$ cat config.mk
export PLATFORM = sky130hd
export DESIGN_NAME = seven_seg_scan
export DESIGN_NICKNAME = d
export VERILOG_FILES = /design/src/rtl/seven_seg_scan.sv
export SDC_FILE = /design/constraint.sdc
export NUM_CORES = 1
export LEC_CHECK = 0
export BUFFER_PORTS_ARGS = -buffer_cell sky130_fd_sc_hd__buf_2
export CAP_MARGIN = 5
export CORE_MARGIN = 2
export CORE_UTILIZATION = 51
export DETAILED_ROUTE_END_ITERATION = 10
export GPL_TIMING_DRIVEN = 0
export PLACE_DENSITY = 0.73
export SLEW_MARGIN = 20
export SYNTH_ARGS = -nofsm -noshare
export SYNTH_HDL_FRONTEND = slang
export SYNTH_SLANG_ARGS = --single-unit
$ cat constraint.sdc
create_clock -name clk -period 1.9 [get_ports clk]
set_clock_uncertainty 0.05 [all_clocks]
set_input_delay 0 -clock clk [delete_from_list [all_inputs] [get_ports clk]]
set_output_delay 0 -clock clk [all_outputs]
set_load 0.01 [all_outputs]
$ cat src/rtl/seven_seg_scan.sv
// Time-multiplexed 7-segment driver with per-digit blink masking in adjust mode.
// Optional macro HEX_DECODE_EN: when defined, codes 10..15 show A,b,C,d,E,F; otherwise they blank the segments.
module seven_seg_scan #(
    parameter int NUM_DIGITS  = 4,
    parameter int REFRESH_DIV = 100000,
    parameter int BLINK_DIV   = 50000000
) (
    input  logic                    clk,
    input  logic                    rst_n,
    input  logic [4*NUM_DIGITS-1:0] digits,
    input  logic [NUM_DIGITS-1:0]   dp_in,
    input  logic [NUM_DIGITS-1:0]   blink_mask,
    input  logic                    adj,
    output logic [6:0]              seg,
    output logic                    dp,
    output logic [NUM_DIGITS-1:0]   an
);

    localparam int IDX_W = (NUM_DIGITS > 1) ? $clog2(NUM_DIGITS) : 1;
    localparam int REF_W = $clog2(REFRESH_DIV);
    localparam int BLK_W = $clog2(BLINK_DIV);

    localparam logic [IDX_W-1:0] IDX_LAST = IDX_W'(NUM_DIGITS - 1);
    localparam logic [REF_W-1:0] REF_LAST = REF_W'(REFRESH_DIV - 1);
    localparam logic [BLK_W-1:0] BLK_LAST = BLK_W'(BLINK_DIV - 1);

    logic [IDX_W-1:0] r_idx;
    logic [REF_W-1:0] r_refCnt;
    logic [BLK_W-1:0] r_blinkCnt;
    logic             r_phase;

    logic [3:0]            w_code;
    logic [6:0]            w_segDecoded;
    logic                  w_blank;
    logic [NUM_DIGITS-1:0] w_anOn;

    assign w_code  = digits[{r_idx, 2'b00} +: 4];
    assign w_blank = adj & blink_mask[r_idx] & r_phase;
    assign w_anOn  = ~(NUM_DIGITS'(1) << r_idx);

    always_comb begin
        w_segDecoded = 7'h7F;
        case (w_code)
            4'd0:    w_segDecoded = 7'b1000000;
            4'd1:    w_segDecoded = 7'b1111001;
            4'd2:    w_segDecoded = 7'b0100100;
            4'd3:    w_segDecoded = 7'b0110000;
            4'd4:    w_segDecoded = 7'b0011001;
            4'd5:    w_segDecoded = 7'b0010010;
            4'd6:    w_segDecoded = 7'b0000010;
            4'd7:    w_segDecoded = 7'b1111000;
            4'd8:    w_segDecoded = 7'b0000000;
            4'd9:    w_segDecoded = 7'b0010000;
`ifdef HEX_DECODE_EN
            4'd10:   w_segDecoded = 7'b0001000;
            4'd11:   w_segDecoded = 7'b0000011;
            4'd12:   w_segDecoded = 7'b1000110;
            4'd13:   w_segDecoded = 7'b0100001;
            4'd14:   w_segDecoded = 7'b0000110;
            4'd15:   w_segDecoded = 7'b0001110;
`else
            default: w_segDecoded = 7'h7F;
`endif
        endcase
    end

    // Outputs are computed from the pre-edge scan index so they trail it by one cycle.
    always_ff @(posedge clk) begin
        if (!rst_n) begin
            r_idx      <= '0;
            r_refCnt   <= '0;
            r_blinkCnt <= '0;
            r_phase    <= 1'b0;
            an         <= '1;
            seg        <= 7'h7F;
            dp         <= 1'b1;
        end else begin
            if (r_refCnt == REF_LAST) begin
                r_refCnt <= '0;
                r_idx    <= (r_idx == IDX_LAST) ? '0 : r_idx + IDX_W'(1);
            end else begin
                r_refCnt <= r_refCnt + REF_W'(1);
            end

            if (!adj) begin
                r_blinkCnt <= '0;
                r_phase    <= 1'b0;
            end else if (r_blinkCnt == BLK_LAST) begin
                r_blinkCnt <= '0;
                r_phase    <= ~r_phase;
            end else begin
                r_blinkCnt <= r_blinkCnt + BLK_W'(1);
            end

            if (w_blank) begin
                an  <= '1;
                seg <= 7'h7F;
                dp  <= 1'b1;
            end else begin
                an  <= w_anOn;
                seg <= w_segDecoded;
                dp  <= ~dp_in[r_idx];
            end
        end
    end

endmodule

==> results by group, run 1 <==
Logic synthesis
  – Largest family of logic cells by synthesized area: simple AND/OR/NAND/NOR gates
  – Library cells used by synthesis: 40
  – Mapped cell area: 2790 sq um
  – Avg Inst Size Synth: 9.41 sq um
  – Post-synthesis sequential area ratio: 0.417
  – EDFF count, synth: 0
  – #FFs+latches synth: 58
  – Post-synth top flop: dfxtp_1
  – Synth warn: 0
  – Dominant cell type by area after synthesis: dfxtp_1
  – Synth Area in Compound Gates: 0.108
  – Adder-Cell Fraction of Synth Area: 0.0494
  – XOR/XNOR Fraction of Synth Area: 0.0692
  – Mux contribution to synthesized area: 0.0633
  – Top-area cell type share of the netlist area: 0.417
  – Synthesized net count: 334
  – Synth area leaders: dfxtp_1, ha_1, mux4_2, xor2_1, nor2_1
  – Simple-gate share of the synthesized area: 0.250
  – Async set-or-reset flop fraction in the synthesized netlist: 0
  – Post-Syn Instances: 296

Placed design
  – DPL Wire Length: 3890 microns
  – Final Wtd Congestion: 0.819
  – # port buffers: 38

STA
  – Relative slew slack: 0.787
  – Final Cycle Share: 1.01
  – Final hold violation count: 0
  – Slew @ Worst Pin: 0.316 ns
  – Setup ws final: -0.0151 ns
  – Max Clk Rate: 522 MHz
  – Tmin final: 1.92 ns
  – TNS Setup: -0.0151 ns
  – Worst hold slack: 0.0129 ns
  – RSZ-0062 raised after global routing: true
  – Final setup violation count: 1
  – Fin. max-slew vios: 0

Critical path
  – CP arrival: 2.08 ns
  – Worst-path cell chain: buf_8 -> mux4_2 -> buf_4 -> buf_4 -> o21ai_1 -> and2_4 -> o21ai_0
  – Reg-to-reg startpoint: r_idx[0]
  – Worst-path fanout max: 6
  – Worst stage delay on the critical path: 0.52 ns
  – Crit path top cell by count: buf_4
  – Critical path class: reg2reg
  – WP data required: 2.07 ns
  – Critical Path Start Type: flip-flop
  – CP Capture Type: flip-flop
  – Critical path origin: r_idx[0]
  – CP max stage cell: mux4_2

Status
  – Status: complete, but fails checks
  – Failing checks: setup timing

Clocking
  – Clock Sinks: 58
  – Htree depth: 3
  – Worst-Skew Late Latency: 0.34 ns
  – Num CTS Buffers: 9
  – CTS root buf: clkbuf_8
  – CTS tree: built
  – Longest Clk Path Bufs: 2
  – Worst-path clk slew: 0.07 ns

Global route
  – First-pass GRT wire length: 9380 microns
  – Largest net degree at the start of global routing: 11
  – Vias in the first global route: 2,128
  – GRT Resource Usage Total: 0.197
  – Grt total ovfl: 0
  – Initial antenna violation count: 0

Job
  – Max-Cap Viols: 0

Power and ir drop
  – Power density over the cells: 843 nW/um^2
  – Total power draw: 3.01 mW
  – Max VDD drop: 0.459 mV
  – Leak Pwr: 1.35 nW

Floorplan
  – Chip width: 77.9 microns
  – Die ar.: 6070 sq um
  – Core Box Area: 5200 sq um
  – Initial Utilization: 0.535
  – Row count: 26
  – Die Ht: 77.9 microns
  – I/O Pins: 39

Detailed routing
  – Detail Route Antenna Nets: 0
  – Vias/cell: 5.45
  – DRC: 0
  – Detailed Route WL: 6090 microns
  – Iter 0 DRT Violations: 114
  – DR WL/cell: 13.9 microns
  – Initial DRT Pass Iterations: 4
  – Vias: 2,393

Layout
  – Final net count: 402
  – Most common cell after layout, fill and taps aside: dfxtp_1
  – Ant. Diodes: 0
  – Layout cells sized above 1: 0.295
  – Area added between synthesis and finish: 28.2%
  – Commonest cells after routing, fill and taps aside: dfxtp_1, buf_2, nor2_1

Min path
  – HP Class: in2reg
  – Hold Crit Start: dp_in[3]
==> worst max-delay path: cells and delay by family (launching register included) <==
family	cells	cell delay [ns]
mux	1	0.52
buf+inv	3	0.41
flops	1	0.34
compound gates	2	0.26
simple gates	1	0.19
==> cells by family after synthesis <==
kind of cell	Yosys count
and+or+nand+nor	126
DFF	58
AOI/OAI and AO/OA	47
xor gates and xnor gates	22
buffers and inverters	22
adders and majority gates	11
muxes	10
==> final timing paths <==
path | to | cells after the start | slack [ns]
setup / recovery | seg[2] | 7 | -0.02
hold / removal | dp | 3 | 0.01
setup reg to reg | seg[2] | 7 | -0.02
hold reg to reg | r_blinkCnt[0] | 1 | 0.38
==> per-stage QoR <==
| stage | setup slack, ns | area, sq um | instances | util |
|---|---|---|---|---|
| floorplan | 0.0105 | 2790 | 296 | - |
| global placement | -0.201 | 3070 | 404 | 0.589 |
| detailed placement | -0.201 | 3070 | 404 | 0.589 |
| CTS | 0.000261 | 3450 | 430 | 0.662 |
| global route | -0.0992 | 3570 | 439 | 0.686 |
| finish | -0.0151 | 3570 | 439 | 0.686 |
==> metal layers <==
metal / share of wire / vias up / global-route usage / wire length (microns)
met5: 0 / - / 0 / 0
met2: 0.50 / 52 / 0.317 / 3030
met4: 0.027 / 0 / 0.104 / 163
li1: - / 1223 / - / -
met3: 0.038 / 13 / 0.0651 / 229
met1: 0.44 / 1105 / 0.232 / 2660
==> sequential cells by signal, indices dropped and copies added (netlist names) <==
name,count
r_phase,1
dp,1
r_refCnt,17
an,4
r_idx,2
r_blinkCnt,26
seg,7
==> area by class of cell <==
cell class / instances / area (sq um)
fill: 404 / 1630
multi-input combinational: 216 / 1560
sequential: 58 / 1160
inverter: 11 / 43.8
buffer: 11 / 91.3
timing repair buffer: 57 / 342
clock inverter: 4 / 120
clock buffer: 12 / 165
tap: 70 / 87.6
==> repair_timing <==
item / CTS / global route
hold buffers: 2 / 0
pin swaps: 1 / 4
endpoints found under the hold margin: 15 / 0
setup buffers: 8 / 9
resized for setup: 7 / 19
cloned: 0 / 1
setup endpoints to repair: 38 / 45
==> power by group <==
group | internal [mW] | switching, mW
clock network | 1.11 | 0.477
logic | 0.0888 | 0.0824
registers | 1.24 | 0.0140
==> Yosys cell counts, drive strengths merged, types with 7 or more instances <==
cell / n
dfxtp: 58
nor2: 30
nand2: 23
a21oi: 18
nand3: 17
xor2: 15
o21ai: 14
nand4: 13
o31ai: 12
ha: 11
inv: 11
or4: 11
buf: 9
or3: 9
and3: 7
xnor2: 7
No activity file was read; power rests on OpenSTA's default activity.
==> run 2: changes to the inputs <==
- CORE_UTILIZATION: 51 -> 57
- MAX_ROUTING_LAYER: not set -> met4
- PLACE_DENSITY: 0.73 -> 0.77
- clock period: 1.9 -> 1.95 ns (I/O delays scaled with it)
==> results by group, run 2 (same netlist as run 1, synthesis figures left out) <==
Status
  – Status: complete, but fails checks
  – Failing checks: setup timing

Critical path
  – Worst-path cell chain: buf_6 -> mux4_2 -> inv_4 -> ha_4 -> inv_1 -> or2_4 -> mux2i_1 -> nand2_1
  – WP data required: 2.11 ns (+0.04 ns)
  – Bufs and invs on worst path: 3 (unchanged)
  – CP max stage cell: mux4_2
  – Critical Path Start Type: flip-flop
  – CP arrival: 2.15 ns (+0.07 ns)
  – Worst stage delay on the critical path: 0.56 ns (+0.04 ns)
  – Critical path class: reg2reg
  – CP Capture Type: flip-flop
  – Worst-path fanout max: 4 (-2)
  – Critical path's top delay family: multiplexers

Power and ir drop
  – Max VDD drop: 0.538 mV (+17%)
  – Power density over the cells: 729 nW/um^2 (-14%)
  – Leak Pwr: 1.30 nW (-4.1%)

Layout
  – Design area: 3440 sq um (-3.6%)
  – Multi-input gate area: 1540 sq um (-0.96%)
  – Largest regs: r_blinkCnt: 26 flops, r_refCnt: 17 flops, seg: 7 flops
  – Most common cell after layout, fill and taps aside: dfxtp_1
  – Final net count: 400 (-0.50%)
  – Most flops, register: r_blinkCnt
  – # fillers: 345 (-15%)
  – Commonest cells after routing, fill and taps aside: dfxtp_1, buf_2, nor2_1
  – Max reg flops: 26 (unchanged)
  – Finished Core Util: 0.728 (+0.0424)
  – Area added between synthesis and finish: 23.5%
  – Ant. Diodes: 0 (unchanged)
  – Register area: 1160 sq um (-0.11%)
  – Layout cells sized above 1: 0.278 (-0.0175)

Floorplan
  – Initial Utilization: 0.590 (+0.0546)
  – I/O Pins: 39 (unchanged)
  – Row count: 25 (-3.8%)
  – Die Ht: 73.9 microns (-5.1%)
  – Core Box Area: 4720 sq um (-9.3%)
  – Chip width: 73.9 microns (-5.1%)
  – Die ar.: 5460 sq um (-10%)

Clocking
  – Num CTS Buffers: 9 (unchanged)
  – Clock Sinks: 58 (unchanged)
  – Worst-path clk slew: 0.07 ns (about the same)
  – Worst-Skew Late Latency: 0.34 ns (about the same)
  – CTS root buf: clkbuf_8
  – Htree depth: 3 (unchanged)
  – Longest Clk Path Bufs: 2 (unchanged)
  – CTS tree: built

Job
  – Max-Cap Viols: 0 (unchanged)

STA
  – Final Cycle Share: 1.02 (+0.0112)
  – Slew @ Worst Pin: 0.328 ns (+0.0118 ns)
  – Tmin final: 1.99 ns (+0.0723 ns)
  – Final setup violation count: 1 (unchanged)
  – Fin. max-slew vios: 0 (unchanged)
  – Worst hold slack: 0.0376 ns (+0.0247 ns)
  – TNS Setup: -0.0373 ns (-0.0223 ns)
  – Max Clk Rate: 503 MHz (-3.6%)
  – RSZ-0062 raised after global routing: true
  – Relative slew slack: 0.782 (-0.00591)
  – Final hold violation count: 0 (unchanged)
  – Setup ws final: -0.0373 ns (-0.0223 ns)

Placed design
  – Final Wtd Congestion: 0.790 (-3.5%)
  – Placed Area: 3060 sq um (-0.16%)
  – DPL Wire Length: 3870 microns (-0.54%)
  – Place WS: -0.171 ns (+0.0291 ns)
  – # port buffers: 38 (unchanged)

Global route
  – Grt total ovfl: 0 (unchanged)
  – GRT Resource Usage Total: 0.239 (+0.0422)
  – First-pass GRT wire length: 9720 microns (+3.6%)
  – Vias in the first global route: 2,226 (+4.6%)
  – Initial antenna violation count: 0 (unchanged)
  – Largest net degree at the start of global routing: 11 (unchanged)

Detailed routing
  – Vias: 2,470 (+3.2%)
  – Detail Route Antenna Nets: 0 (unchanged)
  – Vias/cell: 5.69 (+4.4%)
  – Detailed Route WL: 6220 microns (+2.1%)
  – DRC: 0 (unchanged)
  – DR WL/cell: 14.3 microns (+3.2%)
  – Initial DRT Pass Iterations: 4 (unchanged)
  – Iter 0 DRT Violations: 154 (+35%)

Min path
  – HP Class: in2reg
==> run 2: cell types whose count changed in the layout (fill, tap and decap cells not counted), sizes merged <==
| cell | change |
|---|---|
| buf | -2 |
| bufinv | -3 |
| clkbuf | +2 |
| clkinv | +1 |
==> run 2: path summary, 6_finish.rpt <==
kind	start	endpoint	slack [ns]	cells past startpoint
worst min-delay path	dp_in[2]	dp	0.04	3
worst max-delay path	r_idx[0]	seg[4]	-0.04	8
worst max register to register	r_idx[0]	seg[4]	-0.04	8
worst min register to register	r_blinkCnt[0]	r_blinkCnt[0]	0.38	1
==> run 2: power breakdown <==
| group | switching [mW] | internal, mW |
|---|---|---|
| sequential | 0.0117 | 1.20 |
| clock | 0.467 | 0.660 |
| combinational | 0.0796 | 0.0847 |
| total | 0.558 | 1.95 |
==> run 2: worst register-to-register path: cells and delay by family (launching register included) <==
family                   cells  cell delay [ns]
AND/OR/NAND/NOR              2             0.33
multiplexers                 2             0.72
buffers and inverters        3             0.29
adder cells (fa/ha/maj)      1             0.13
flip-flops                   1             0.36
==> run 2: final cells by class <==
class,instances,share of cell area
timing repair buffer,56,0.0960
tap,67,0.0244
clock buffer,14,0.0473
inverter,11,0.0127
sequential,58,0.338
buffer,10,0.0233
multi-input combinational,216,0.448
clock inverter,2,0.0102
==> run 2: per-stage QoR <==
stage               power (mW)  instances
detailed placement        1.37        401
global placement          1.37        401
global route              2.59        434
CTS                       2.49        424
floorplan                 1.32        296
finish                    2.51        434
==> run 2: repair_timing <==
action	in CTS	in global routing
resized for setup	6	13
gates cloned	0	0
pin swaps	1	6
hold endpoints to repair	15	0
buffers inserted	5	11
hold buffers	2	0
setup endpoints to repair	33	44
==> run 2: per-layer routing <==
| layer | GRT usage | vias up | share of wire |
|---|---|---|---|
| met1 | 0.286 | 1171 | 0.44 |
| met2 | 0.373 | 76 | 0.49 |
| met4 | 0.113 | 0 | 0.023 |
| li1 | - | 1209 | - |
| met3 | 0.0631 | 14 | 0.046 |
| met5 | - | - | 0 |
==> run 3: changes to the inputs <==
- clock period: 1.95 -> 2.1 ns (I/O delays scaled with it)
==> results by group, run 3 (same netlist as run 1, synthesis figures left out) <==
Floorplan
  – Chip width: 73.9 microns (unchanged)
  – Core Box Area: 4720 sq um (unchanged)
  – Initial Utilization: 0.590 (unchanged)
  – Die Ht: 73.9 microns (unchanged)
  – Row count: 25 (unchanged)
  – Die ar.: 5460 sq um (unchanged)
  – I/O Pins: 39 (unchanged)

Layout
  – Area added between synthesis and finish: 19.7%
  – Design area: 3330 sq um (-3.1%)
  – Final net count: 390 (-2.5%)
  – Most flops, register: r_blinkCnt
  – Layout cells sized above 1: 0.244 (-0.0342)
  – Finished Core Util: 0.706 (-0.0225)
  – Ant. Diodes: 0 (unchanged)
  – Most common cell after layout, fill and taps aside: dfxtp_1
  – Max reg flops: 26 (unchanged)
  – Largest regs: r_blinkCnt: 26 flops, r_refCnt: 17 flops, seg: 7 flops
  – Final cell count without fillers: 424 (-2.3%)
  – Commonest cells after routing, fill and taps aside: dfxtp_1, buf_2, nor2_1

Critical path
  – CP max stage cell: mux4_2
  – Worst stage delay on the critical path: 0.56 ns (about the same)
  – Worst-path fanout max: 9 (+5)
  – Bufs and invs on worst path: 3 (unchanged)
  – Reg-to-reg startpoint: r_idx[0]
  – Critical Path Start Type: flip-flop
  – FF-to-FF End: seg[4]
  – WP data required: 2.27 ns (+0.16 ns)
  – Critical path class: reg2reg
  – Critical path's top delay family: multiplexers
  – Critical path origin: r_idx[0]
  – CP arrival: 2.17 ns (+0.02 ns)
  – Worst Reg-to-Reg Cells: 8 (unchanged)
  – R2R Setup Slk: 0.1 ns (+0.13 ns)
  – CP Capture Type: flip-flop
  – Worst-path cell chain: buf_6 -> mux4_2 -> inv_2 -> ha_1 -> inv_1 -> or2_2 -> mux2i_1 -> nand2_1

Clocking
  – Clock Sinks: 58 (unchanged)
  – Num CTS Buffers: 9 (unchanged)
  – Worst-Skew Late Latency: 0.34 ns (about the same)
  – Longest Clk Path Bufs: 2 (unchanged)
  – CTS tree: built
  – CTS root buf: clkbuf_8
  – Worst-path clk slew: 0.06 ns (about the same)
  – Htree depth: 3 (unchanged)

Placed design
  – DPL Wire Length: 3870 microns (unchanged)
  – Final Wtd Congestion: 0.790 (unchanged)
  – Placed Area: 3060 sq um (unchanged)
  – # port buffers: 38 (unchanged)
  – Cells after DPL: 401 (unchanged)

STA
  – Relative slew slack: 0.805 (+0.0230)
  – Tmin final: 2.00 ns (+0.0156 ns)
  – Max Clk Rate: 499 MHz (-0.78%)
  – Fin. max-slew vios: 0 (unchanged)
  – Final Cycle Share: 0.954 (-0.0654)
  – Final hold violation count: 0 (unchanged)
  – RSZ-0062 raised after global routing: true
  – Slew @ Worst Pin: 0.291 ns (-0.0371 ns)
  – Final setup violation count: 0 (-1)

Global route
  – Grt total ovfl: 0 (unchanged)
  – GRT Resource Usage Total: 0.232 (-0.00733)
  – First-pass GRT wire length: 9510 microns (-2.1%)
  – Vias in the first global route: 2,196 (-1.3%)
  – Largest net degree at the start of global routing: 11 (unchanged)
  – Initial antenna violation count: 0 (unchanged)

Power and ir drop
  – Seq pwr share: 0.490 (+0.005)
  – Psw: 0.508 mW (-9.0%)
  – Max VDD drop: 0.500 mV (-7.1%)
  – Clock power frac: 0.454 (+0.005)
  – Power density over the cells: 691 nW/um^2 (-5.2%)
  – Sw Ratio: 0.220 (-0.00212)
  – Combinational share of power: 0.056 (-0.010)
  – Power Internal: 1.80 mW (-7.9%)
  – Leak Pwr: 1.25 nW (-3.6%)

Detailed routing
  – DRC: 0 (unchanged)
  – Vias/cell: 5.47 (-3.9%)
  – Detail Route Antenna Nets: 0 (unchanged)
  – Iter 0 DRT Violations: 235 (+53%)
  – DR WL/cell: 13.5 microns (-5.8%)
  – Detailed Route WL: 5720 microns (-8.0%)
  – Initial DRT Pass Iterations: 4 (unchanged)
  – Vias: 2,319 (-6.1%)

Min path
  – Hold depth: 3 (unchanged)
  – HP Class: in2reg
  – Hold Crit Start: dp_in[2]
  – Hold path endpoint: dp

Status
  – Status: complete, no violations

Job
  – Max-Cap Viols: 0 (unchanged)
## run 3: cell count changes in the layout (fill, tap and decap cells not counted), moves of 2 or more
cell and delta:
ha_1 +2, buf_2 +2, ha_4 -2, buf_4 -13
## run 3: power groups by stage
| stage | combinational, mW | clock (mW) | sequential (mW) |
|---|---|---|---|
| floorplan | 0.0634 | 0 | 1.16 |
| global placement | 0.117 | 0 | 1.15 |
| detailed placement | 0.120 | 0 | 1.15 |
| CTS | 0.124 | 1.05 | 1.13 |
| global route | 0.144 | 1.10 | 1.13 |
| finish | 0.129 | 1.05 | 1.13 |
## run 3: worst max-delay path by stage
stage                             end  cells after the start
after floorplan                seg[4]                      8
after global placement    r_refCnt[9]                      6
after detailed placement       seg[4]                      8
after CTS                      seg[4]                      8
after global routing           seg[4]                      8
final                          seg[4]                      8
## run 3: routing by layer
metal  routed length, microns  global-route usage  up-vias  share of wire
met5                        0                   -        -              0
met4                      112               0.111        0          0.020
met3                      232              0.0535       12          0.041
met2                     2740               0.367       53           0.48
met1                     2640               0.277     1068           0.46
li1                         -                   -     1186              -
## run 3: final cells by class
class / count / area, sq um
Clock buffer: 14 / 163
Clock inverter: 2 / 35.0
Buffer: 11 / 82.6
Fill cell: 373 / 1390
Tap cell: 67 / 83.8
Timing Repair Buffer: 45 / 260
Inverter: 11 / 41.3
Multi-Input combinational cell: 216 / 1510
Sequential cell: 58 / 1160
## run 3: metrics by stage
step	setup TNS [ns]	power [mW]	hold slack, ns	worst slack [ns]
floorplan	0	1.22	0.0959	0.158
global placement	0	1.27	0.237	0.00903
detailed placement	-0.0237	1.27	0.237	-0.0214
CTS	0	2.30	0.00656	0.00879
global route	-0.0183	2.37	0.0215	-0.0183
finish	0	2.30	0.0126	0.0970
## run 3: worst reg2reg max path, delay by kind of cell, from the launching register on
kind / cells / cell delay (ns)
mux: 2 / 0.72
flops: 1 / 0.35
simple gates: 2 / 0.35
buf+inv: 3 / 0.27
fa+ha+maj: 1 / 0.14
## run 3: timing repair
| item | in CTS | in global routing |
|---|---|---|
| endpoints found under the setup margin | 10 | 24 |
| hold buffers | 2 | 0 |
| pin swaps | 0 | 1 |
| endpoints found under the hold margin | 15 | 0 |
| gates resized for setup | 2 | 4 |
| setup buffers | 0 | 5 |
